File: config.mk
export PLATFORM = sky130hd
export DESIGN_NAME = axi4_lite_regfile_v3
export DESIGN_NICKNAME = d
export VERILOG_FILES = /design/src/rtl/axi4_lite_pkg.sv /design/src/rtl/axi4_lite_aw_w_joiner.sv /design/src/rtl/axi4_lite_regfile_v3.sv
export SDC_FILE = /design/constraint.sdc
export NUM_CORES = 1
export LEC_CHECK = 0
export BUFFER_PORTS_ARGS = -buffer_cell sky130_fd_sc_hd__buf_2
export CAP_MARGIN = 25
export CELL_PAD_IN_SITES_DETAIL_PLACEMENT = 2
export CELL_PAD_IN_SITES_GLOBAL_PLACEMENT = 2
export CORE_AREA = 2 2 185 187
export CTS_CLUSTER_SIZE = 40
export DETAILED_ROUTE_END_ITERATION = 10
export DIE_AREA = 0 0 187 189
export PLACE_DENSITY = 0.84
export SYNTH_ARGS = -nofsm -noshare
export SYNTH_HDL_FRONTEND = slang
export SYNTH_SLANG_ARGS = --single-unit
File: constraint.sdc
create_clock -name clk_i -period 11.5 [get_ports clk_i]
set_input_delay 0.575 -clock clk_i [delete_from_list [all_inputs] [get_ports clk_i]]
set_output_delay 0.575 -clock clk_i [all_outputs]
set_load 0.005 [all_outputs]
File: src/rtl/axi4_lite_pkg.sv
// axi4_lite_pkg: AXI4-Lite response codes, byte-lane width and address-to-register decode
package axi4_lite_pkg;
  typedef enum logic [1:0] {
    OKAY   = 2'b00,
    EXOKAY = 2'b01,
    SLVERR = 2'b10,
    DECERR = 2'b11
  } resp_t;
  localparam int BYTE_BITS = 8;
  function automatic logic [63:0] addr_to_index(input logic [63:0] addr, input int data_size);
    return addr >> $clog2(data_size / BYTE_BITS);
  endfunction
endpackage

File: src/rtl/axi4_lite_aw_w_joiner.sv
// axi4_lite_aw_w_joiner: holds AW and W independently until both are present and consumed
module axi4_lite_aw_w_joiner
  import axi4_lite_pkg::*;
#(
  parameter int ADDRESS_SIZE = 32,
  parameter int DATA_SIZE = 32
) (
  input  logic                           clk_i,
  input  logic                           rst_clk_i,
  input  logic [ADDRESS_SIZE-1:0]        awaddr,
  input  logic                           awvalid,
  output logic                           awready,
  input  logic [DATA_SIZE-1:0]           wdata,
  input  logic [DATA_SIZE/BYTE_BITS-1:0] wstrb,
  input  logic                           wvalid,
  output logic                           wready,
  output logic                           valid,
  output logic [ADDRESS_SIZE-1:0]        addr,
  output logic [DATA_SIZE-1:0]           data,
  output logic [DATA_SIZE/BYTE_BITS-1:0] strb,
  input  logic                           consume
);
  logic aw_held, w_held;
  assign awready = !aw_held;
  assign wready = !w_held;
  assign valid = aw_held && w_held;
  // consume only happens with both held, so no handshake can coincide with it
  always_ff @(posedge clk_i) begin
    if (rst_clk_i || consume) begin
      aw_held <= 1'b0;
      w_held <= 1'b0;
    end else begin
      if (awvalid && awready) begin
        aw_held <= 1'b1;
        addr <= awaddr;
      end
      if (wvalid && wready) begin
        w_held <= 1'b1;
        data <= wdata;
        strb <= wstrb;
      end
    end
  end
endmodule

File: src/rtl/axi4_lite_regfile_v3.sv
// axi4_lite_regfile_v3: AXI4-Lite register file with decode errors, read-only masking and hardware update ports
module axi4_lite_regfile_v3
  import axi4_lite_pkg::*;
#(
  parameter int ADDRESS_SIZE = 32,
  parameter int DATA_SIZE = 32,
  parameter int REGISTERS = 4,
  parameter logic [REGISTERS-1:0] READ_ONLY_MASK = '0,
  parameter logic [REGISTERS*DATA_SIZE-1:0] RESET_VALUE = '0
) (
  input  logic                           clk_i,
  input  logic                           rst_clk_i,
  input  logic [ADDRESS_SIZE-1:0]        s_axi_awaddr,
  input  logic                           s_axi_awvalid,
  output logic                           s_axi_awready,
  input  logic [DATA_SIZE-1:0]           s_axi_wdata,
  input  logic [DATA_SIZE/BYTE_BITS-1:0] s_axi_wstrb,
  input  logic                           s_axi_wvalid,
  output logic                           s_axi_wready,
  output logic [1:0]                     s_axi_bresp,
  output logic                           s_axi_bvalid,
  input  logic                           s_axi_bready,
  input  logic [ADDRESS_SIZE-1:0]        s_axi_araddr,
  input  logic                           s_axi_arvalid,
  output logic                           s_axi_arready,
  output logic [DATA_SIZE-1:0]           s_axi_rdata,
  output logic [1:0]                     s_axi_rresp,
  output logic                           s_axi_rvalid,
  input  logic                           s_axi_rready,
  output logic [REGISTERS*DATA_SIZE-1:0] regs_o,
  output logic [REGISTERS-1:0]           reg_written_o,
  input  logic [REGISTERS-1:0]           hw_we_i,
  input  logic [REGISTERS*DATA_SIZE-1:0] hw_wdata_i
);
  localparam int STRB = DATA_SIZE / BYTE_BITS;
  logic j_valid, commit;
  logic [ADDRESS_SIZE-1:0] j_addr;
  logic [DATA_SIZE-1:0] j_data, r_mux;
  logic [STRB-1:0] j_strb;
  logic [DATA_SIZE-1:0] regs_q [REGISTERS];
  logic [REGISTERS-1:0] w_hit, r_hit;
  logic [63:0] w_idx, r_idx;
  resp_t bresp_q, rresp_q;
  axi4_lite_aw_w_joiner #(.ADDRESS_SIZE(ADDRESS_SIZE), .DATA_SIZE(DATA_SIZE)) u_join (
    .clk_i(clk_i), .rst_clk_i(rst_clk_i),
    .awaddr(s_axi_awaddr), .awvalid(s_axi_awvalid), .awready(s_axi_awready),
    .wdata(s_axi_wdata), .wstrb(s_axi_wstrb), .wvalid(s_axi_wvalid), .wready(s_axi_wready),
    .valid(j_valid), .addr(j_addr), .data(j_data), .strb(j_strb), .consume(commit)
  );
  assign commit = j_valid && !s_axi_bvalid;
  assign w_idx = addr_to_index(64'(j_addr), DATA_SIZE);
  assign r_idx = addr_to_index(64'(s_axi_araddr), DATA_SIZE);
  assign s_axi_arready = !s_axi_rvalid;
  assign s_axi_bresp = bresp_q;
  assign s_axi_rresp = rresp_q;
  // an empty w_hit covers both out-of-range and read-only targets; r_mux stays zero on a miss
  always_comb begin
    w_hit = '0;
    r_hit = '0;
    r_mux = '0;
    for (int i = 0; i < REGISTERS; i++) begin
      w_hit[i] = w_idx == 64'(i) && !READ_ONLY_MASK[i];
      r_hit[i] = r_idx == 64'(i);
      r_mux = r_mux | (r_hit[i] ? regs_q[i] : '0);
    end
  end
  always_ff @(posedge clk_i) begin
    if (rst_clk_i) begin
      for (int i = 0; i < REGISTERS; i++) regs_q[i] <= RESET_VALUE[i*DATA_SIZE +: DATA_SIZE];
      s_axi_bvalid <= 1'b0;
      bresp_q <= OKAY;
      s_axi_rvalid <= 1'b0;
      rresp_q <= OKAY;
      s_axi_rdata <= '0;
      reg_written_o <= '0;
    end else begin
      for (int i = 0; i < REGISTERS; i++) begin
        if (hw_we_i[i]) regs_q[i] <= hw_wdata_i[i*DATA_SIZE +: DATA_SIZE];
        else if (commit && w_hit[i])
          for (int b = 0; b < STRB; b++)
            if (j_strb[b]) regs_q[i][b*BYTE_BITS +: BYTE_BITS] <= j_data[b*BYTE_BITS +: BYTE_BITS];
      end
      reg_written_o <= commit ? w_hit : '0;
      if (commit) begin
        s_axi_bvalid <= 1'b1;
        bresp_q <= |w_hit ? OKAY : SLVERR;
      end else if (s_axi_bready) s_axi_bvalid <= 1'b0;
      if (s_axi_arvalid && s_axi_arready) begin
        s_axi_rvalid <= 1'b1;
        rresp_q <= |r_hit ? OKAY : SLVERR;
        s_axi_rdata <= r_mux;
      end else if (s_axi_rready) s_axi_rvalid <= 1'b0;
    end
  end
  for (genvar i = 0; i < REGISTERS; i++) begin : g_out
    assign regs_o[i*DATA_SIZE +: DATA_SIZE] = regs_q[i];
  end
endmodule

Word-level counts from Yosys, hierarchy flattened
Memories as Yosys holds them, arrays and structs flattened. Index checks and enable logic that the tools add are counted.

Memories: 1. Bits in read-only memories: 0. Bits in writable memories: 128. Latch bits: 0. Output and inout port bits: 173. Logic and storage cells: 178. Bits in registers: 112.

Memory list: regs_q (depth 4, bits a word 32, rd ports 4, clocked after memory_dff 0, wr ports 4, line axi4_lite_regfile_v3.sv:40) `logic [DATA_SIZE-1:0] regs_q [REGISTERS];`.

Equality and inequality tests: 6. Multiplexer cells: 112. Div/mod/pow operators: 0. Bitwise operators: 25. $add $sub $neg: 0. $lt $le $gt $ge: 0. Shift-type cells: 0. Reductions and logical operators: 23. Multipliers: 0.

Operators with widths (count): 32-bit two-way mux (8); 64-bit zero test (2); 8-bit two-way mux (16); 30-bit by 2-bit equality test with 1-bit output (second input constant) (4); 32-bit bitwise OR (3); 1-bit two-way mux (86); 30-bit by 1-bit equality test with 1-bit output (second input constant) (2); 1-bit bitwise OR (20); 1-bit logical AND (9); 4-bit OR reduction (2); 1-bit zero test (4); 2-bit two-way mux (2); 2-bit AND reduction (2); 2-bit nonzero test (2); 1-bit inverter (2); 2-bit OR reduction (1); 1-bit logical OR (1).

Longest topological paths before layout
Gate-level depths: netlist of run 1.

Word-level depth: 8. Depth in mapped cells: 6. Mapped depth without buffers: 4.

By module
Synthesis of run 1 repeated with hierarchy kept, for this count alone.

Cell total of the unflattened synthesis: 796. Area total of the unflattened synthesis: 10027.1 um^2.

Modules (own cells, without submodules): axi4_lite_regfile_v3 (times used 1, area each 7898.8 um^2, cells each 717); axi4_lite_aw_w_joiner (times used 1, area each 2128.3 um^2, cells each 79).

Worst setup path before layout of run 1
Ideal clock, no wire load.

Path kind: input -> register. Start: input rst_clk_i. End: register u_join.data[0], enable pin. Cell stages on the path: 3. Data required time: 11.018 ns. Setup time: 0.482 ns. Data arrival time: 3.675 ns. Path buffers: 2. Slack: 7.344 ns. Cells stage by stage: clkbuf_1 -> buf_1 -> nor3b_1.

Cells in the longest elaborated chain, start to end: 3.

RTL lines: start, declared (line axi4_lite_regfile_v3.sv:12) `input logic rst_clk_i,`; 1-bit logical OR (line axi4_lite_aw_w_joiner.sv:29) `if (rst_clk_i || consume) begin`; 1-bit inverter (no line); 2-bit AND reduction (no line); end signal, assigned (line axi4_lite_aw_w_joiner.sv:39) `data <= wdata;`; end, declared (line axi4_lite_aw_w_joiner.sv:19) `output logic [DATA_SIZE-1:0] data,`.

Every way passes these cells. A chain may end at the register's enable or synchronous reset.

==> reports/qor.txt, run 1 <==
Status - finished, final reports clean
Num CTS Buffers - 28
Drc violations - 0
Core area - 33300 um2
Largest net degree at the start of global routing - 33
Yosys top cell by area - edfxtp_1
Post-synthesis sequential area ratio - 67.2%
TritonCTS clock tree - built
CTS Hold Bufs - 0
Hold WC Path Type - in -> reg
Overflow after GRT - 0
GRT Util Overall - 24.6%
Post-synth cell types - 29
Final Hold Fails - 0
Period utilisation layout - 27.3%
Pins Over Slew Limit - 0
First-pass DRT Iterations - 4
Setup-failing EPs final - 0
Worst-Skew Late Latency - 0.55 ns
Least-Margin Pin Slew - 1.02 ns
Clk sinks - 236
PD cells - 155 nW/um2
CP Launch Type - flip-flop
WL per Instance - 26.3 um
Number of synthesized flops with an enable pin - 194
Root Driver - clkbuf_16
CP Class - reg -> reg
Leakage - 5.71 nW
Top post-synthesis cells by area - edfxtp_1 59%, dfxtp_1 8.5%, nand2_1 8.0%, mux4_2 7.3%, o21ai_0 7.1%
Top-area cell type share of the netlist area - 58.8%
Post-CTS Resized - 0
Fin Hold WS - 0.191 ns
Primary FF master, synth - edfxtp_1
Number of DRC markers in iteration 0 - 347
Post-Syn Area - 9910 um2
YS warnings - 0
Die width - 187 um
Fill cells - 3581
Layout Skew - 0.0204 ns
Power Total - 2.10 mW
Syn Area/Cell - 12.4 um2
I/O Buffers - 405
Worst Setup End Kind - flip-flop
Critical path data required time - 11.67 ns
Die area - 35300 um2
Worst VDD drop - 0.107 mV
Placement Cell Area - 12500 um2
Arr. time, crit path - 3.30 ns
Max Fclk - 0.319 GHz
Post-synthesis cell count - 800
Vias per cell - 5.06
First-pass GRT wire length - 63600 um
Initial core utilization - 29.8%
Top-count cell post-synth - nand2_1
Cell Rows - 67
Total vias in the final route - 8547
GPL Wtd Cong - 0.845
Share of post-route cells with drive strength above 1 - 44.8%
Antenna Nets Post-Route - 0
Final WL - 44400 um
Initial antenna violation count - 8
Worst-path clk slew - 0.06 ns
Fraction of registers with async set/reset - 0%
Die height - 189 um
Synth top cells by count - 210 x nand2_1, 194 x edfxtp_1, 141 x o21ai_0, 42 x dfxtp_1, 41 x clkbuf_1
Post-Layout Inst Area - 13500 um2
RSZ-0062 raised after global routing - false
Min Clock Period, post-route - 3.13 ns
Max Buffers Root-to-Sink - 3
Post-Route Setup TNS - 0 ns
Max_cap viols - 0
Total Nets Final - 1450
DP HPWL - 32900 um
Crit-path max FO - 25
Post-CTS Setup Bufs - 0
Slew HR - 31.9%
Layout overhead on the synthesized area - 36.5%
Synthesized flop and latch total - 236
Number of global-route vias before repair - 9635
Top-Level Pins - 412
H-tree Lvls - 1
state kept, by name, indices dropped and copies added, names as in the netlist, 4 cells and up:
signal,flops
regs_q,128
s_axi_rdata,32
u_join.data,32
u_join.addr,30
reg_written_o,4
u_join.strb,4
worst max-delay path, cell delays in order, from the launching register on:
cell	delay (ns)
edfxtp_1	0.37
nor4_1	0.35
and4_1	0.41
nand2_1	0.60
o21ai_1	1.02
kinds of logic (layout without fill, tap and decap cells):
kind of cell    Yosys count  after routing  share of synthesized area (%)
other cells               1              9                         0.0378
buf+inv                  88            520                           3.70
simple gates            261            261                           11.1
mux                      32             32                           7.27
compound gates          182            182                           10.6
flops                   236            236                           67.2
worst paths after layout:
| path | slack (ns) | endpoint | cells after the start | startpoint |
|---|---|---|---|---|
| hold reg to reg | 0.45 | s_axi_rdata[3] | 2 | s_axi_rdata[3] |
| hold / removal | 0.19 | u_join.data[12] | 1 | s_axi_wdata[12] |
| setup reg to reg | 8.37 | regs_q[1][9] | 4 | u_join.addr[21] |
| setup / recovery | 8.37 | regs_q[1][9] | 4 | u_join.addr[21] |
power breakdown:
group | switching [mW] | leakage [nW] | internal, mW | total, mW
combinational | 0.119 | 2.91 | 0.0924 | 0.211
sequential | 0.0282 | 2.34 | 0.977 | 1.00
clock | 0.375 | 0.464 | 0.511 | 0.885
per-stage QoR:
step	std cells	worst slack (ns)	utilization, %
floorplan	801	7.34	-
global placement	1617	8.18	37.4
detailed placement	1624	8.12	37.6
CTS	1676	8.08	40.4
global route	1687	8.02	40.7
finish	1688	8.37	40.7
placed cells by master (no fill, tap or decap), drive strengths merged, types with 3 or more instances in the layout:
cell type and count:
o21ai 171, mux4 32, nor2 11, nor2b 8
nor4 14, dfxtp 42, o31ai 4, nor3b 5
edfxtp 194, diode 7, buf 432, inv 36
nand4 6, a211oi 3, nand2 210, clkinv 18
clkbuf 32
cell type report:
| class | count | area, um2 | share of cell area [%] |
|---|---|---|---|
| flip-flops and latches | 236 | 6670 | 49.3 |
| repair buffers | 433 | 2310 | 17.0 |
| clock inverters | 21 | 176 | 1.30 |
| multi-input cells | 477 | 2930 | 21.7 |
| clock buffers | 31 | 742 | 5.48 |
| well taps | 448 | 561 | 4.14 |
| inverters | 35 | 131 | 0.971 |
| diodes | 7 | 17.5 | 0.129 |
per-layer routing:
layer,global-route usage (%),part of all wire (%),up-vias
li1,-,-,3727
met1,27.0,36,4288
met3,6.47,7.3,103
met4,9.46,3.8,4
met2,45.2,52,425
met5,0,0.070,-
(Power assumes the default switching activity.)
==> inputs of run 2 (changes only) <==
==> constraint.sdc (replaced) <==
create_clock -name clk_i -period 3 [get_ports clk_i]
set_input_delay 0.15 -clock clk_i [delete_from_list [all_inputs] [get_ports clk_i]]
set_output_delay 0.15 -clock clk_i [all_outputs]
set_load 0.005 [all_outputs]
==> run 2 against run 1 <==
Maximum frequency up 8.9%. Combinational power rose to 5.1 times the previous value. Register-to-register slack worse by 8.2 ns. Setup slack lost 8.2 ns. Worst hold slack worse by 0.17 ns. Design area is 15% higher. Clock power rose to 4.1 times the previous value. Non-clock buffer count up 207. Die area did not move. Critical path type unchanged. Highest routed layer unchanged.
==> reports/qor.txt, run 2 (synthesis gave the netlist of run 1 again) <==
Worst reg2reg startpoint - u_join.addr[6]
Hold WC Path Type - in -> reg
Placement Cell Area - 12600 um2
Worst-Skew Late Latency - 0.57 ns
Max_cap viols - 0
Final Hold Fails - 0
GPL Wtd Cong - 0.856
H-tree Lvls - 1
Area of the multi-input gates - 2950 um2
Slew HR - 52.1%
CP Launch Type - flip-flop
Power Total - 8.60 mW
Overflow after GRT - 0
Share of post-route cells with drive strength above 1 - 39.0%
Commonest non-fill, non-tap cell in the layout - buf_2
Worst VDD drop - 0.411 mV
First-pass DRT Iterations - 4
Max reg flops - 128
Pre-CTS setup slack - 0.397 ns
Top flop regs - regs_q x128, s_axi_rdata x32, u_join.data x32
R2r worst-path depth - 5
Biggest register - regs_q
CP Class - reg -> reg
Arr. time, crit path - 3.22 ns
R2R Path End - regs_q[0][16]
Drc violations - 0
Top-Level Pins - 412
Critical path endpoint - regs_q[0][16]
DP HPWL - 34100 um
Clk sinks - 236
Initial antenna violation count - 8
Core area - 33300 um2
Layout Skew - 0.0174 ns
I/O Buffers - 405
Period utilisation layout - 95.9%
Reg2Reg Setup Slack - 0.12 ns
Vias per cell - 5.14
Post-Layout Inst Area - 15600 um2
Final WL - 55300 um
Min Clock Period, post-route - 2.88 ns
Max Fclk - 0.348 GHz
Initial core utilization - 29.8%
Fin Hold WS - 0.0193 ns
Setup-failing EPs final - 0
Number of DRC markers in iteration 0 - 518
TritonCTS clock tree - built
First-pass GRT wire length - 79800 um
Total Nets Final - 1658
Fill cells - 3402
Number of global-route vias before repair - 11396
Total vias in the final route - 9748
Die height - 189 um
Max Buffers Root-to-Sink - 3
Leakage - 6.58 nW
PD cells - 552 nW/um2
RSZ-0062 raised after global routing - true
Critical path data required time - 3.34 ns
Layout overhead on the synthesized area - 57.2%
GRT Util Overall - 31.1%
Worst Setup End Kind - flip-flop
Num CTS Buffers - 29
WL per Instance - 29.2 um
Crit-path max FO - 24
Status - finished, final reports clean
Pins Over Slew Limit - 0
Seq. cell area - 6670 um2
Final Worst Setup Slack - 0.123 ns
Root Driver - clkbuf_16
Cell Rows - 67
Die area - 35300 um2
Post-CTS Setup Bufs - 0
Setup crit start - u_join.addr[6]
Commonest non-fill, non-tap cells in the layout - 405 x buf_2, 209 x nand2_1, 197 x dlygate4sd3_1
Largest net degree at the start of global routing - 32
Final cell utilization of the core - 46.8%
Die width - 187 um
Least-Margin Pin Slew - 0.719 ns
Antenna Nets Post-Route - 0
Worst-path clk slew - 0.06 ns
==> run 2: layout make-up <==
cell class	instances	area share, %
Antenna cell	8	0.128
Clock buffer	37	5.04
Clock inverter	17	1.05
Inverter	35	0.843
Multi-Input combinational cell	477	18.9
Sequential cell	236	42.8
Tap cell	448	3.60
Timing Repair Buffer	640	27.7
==> run 2: worst min path at each step <==
| stage | start | endpoint | slack, ns | depth (start not counted) |
|---|---|---|---|---|
| final | rst_clk_i | s_axi_rresp[1] | 0.02 | 2 |
| after global routing | hw_wdata_i[5] | regs_q[0][5] | 0.02 | 3 |
| after CTS | hw_wdata_i[5] | regs_q[0][5] | 0.007 | 3 |
| after detailed placement | s_axi_wdata[21] | u_join.data[21] | 0.33 | 1 |
| after global placement | s_axi_awaddr[11] | u_join.addr[11] | 0.33 | 1 |
| after floorplan | s_axi_awaddr[10] | u_join.addr[10] | 0.25 | 0 |
==> run 2: repair_timing <==
item                                    CTS  global route
endpoints found under the setup margin    0            33
endpoints found under the hold margin   196             0
gates resized for setup                   0             1
hold buffers                            197             0
==> run 2: power breakdown <==
part | switching (mW) | leakage [nW] | internal (mW)
clock | 1.54 | 0.474 | 2.10
combinational | 0.548 | 3.76 | 0.526
sequential | 0.138 | 2.34 | 3.75
==> run 2: worst max-delay path: stages (launching register included) <==
cell	delay, ns
edfxtp_1	0.42
nor4_1	0.46
and4_1	0.44
nand4_1	0.49
buf_4	0.46
o21ai_0	0.36
==> run 2: stage by stage <==
step	instances	setup TNS, ns
after floorplan	801	0
after CTS	1890	0
after global routing	1896	-0.00992
final	1898	0
after global placement	1639	0
after detailed placement	1639	0
==> run 2: per-layer routing <==
| layer | routed length, um | global-route usage, % | up-vias | part of all wire [%] |
|---|---|---|---|---|
| met5 | 13 | 0 | - | 0.023 |
| met4 | 3150 | 16.1 | 2 | 5.7 |
| met3 | 3230 | 5.93 | 179 | 5.8 |
| met2 | 29500 | 58.9 | 557 | 53 |
| met1 | 19400 | 32.6 | 4868 | 35 |
| li1 | - | - | 4142 | - |
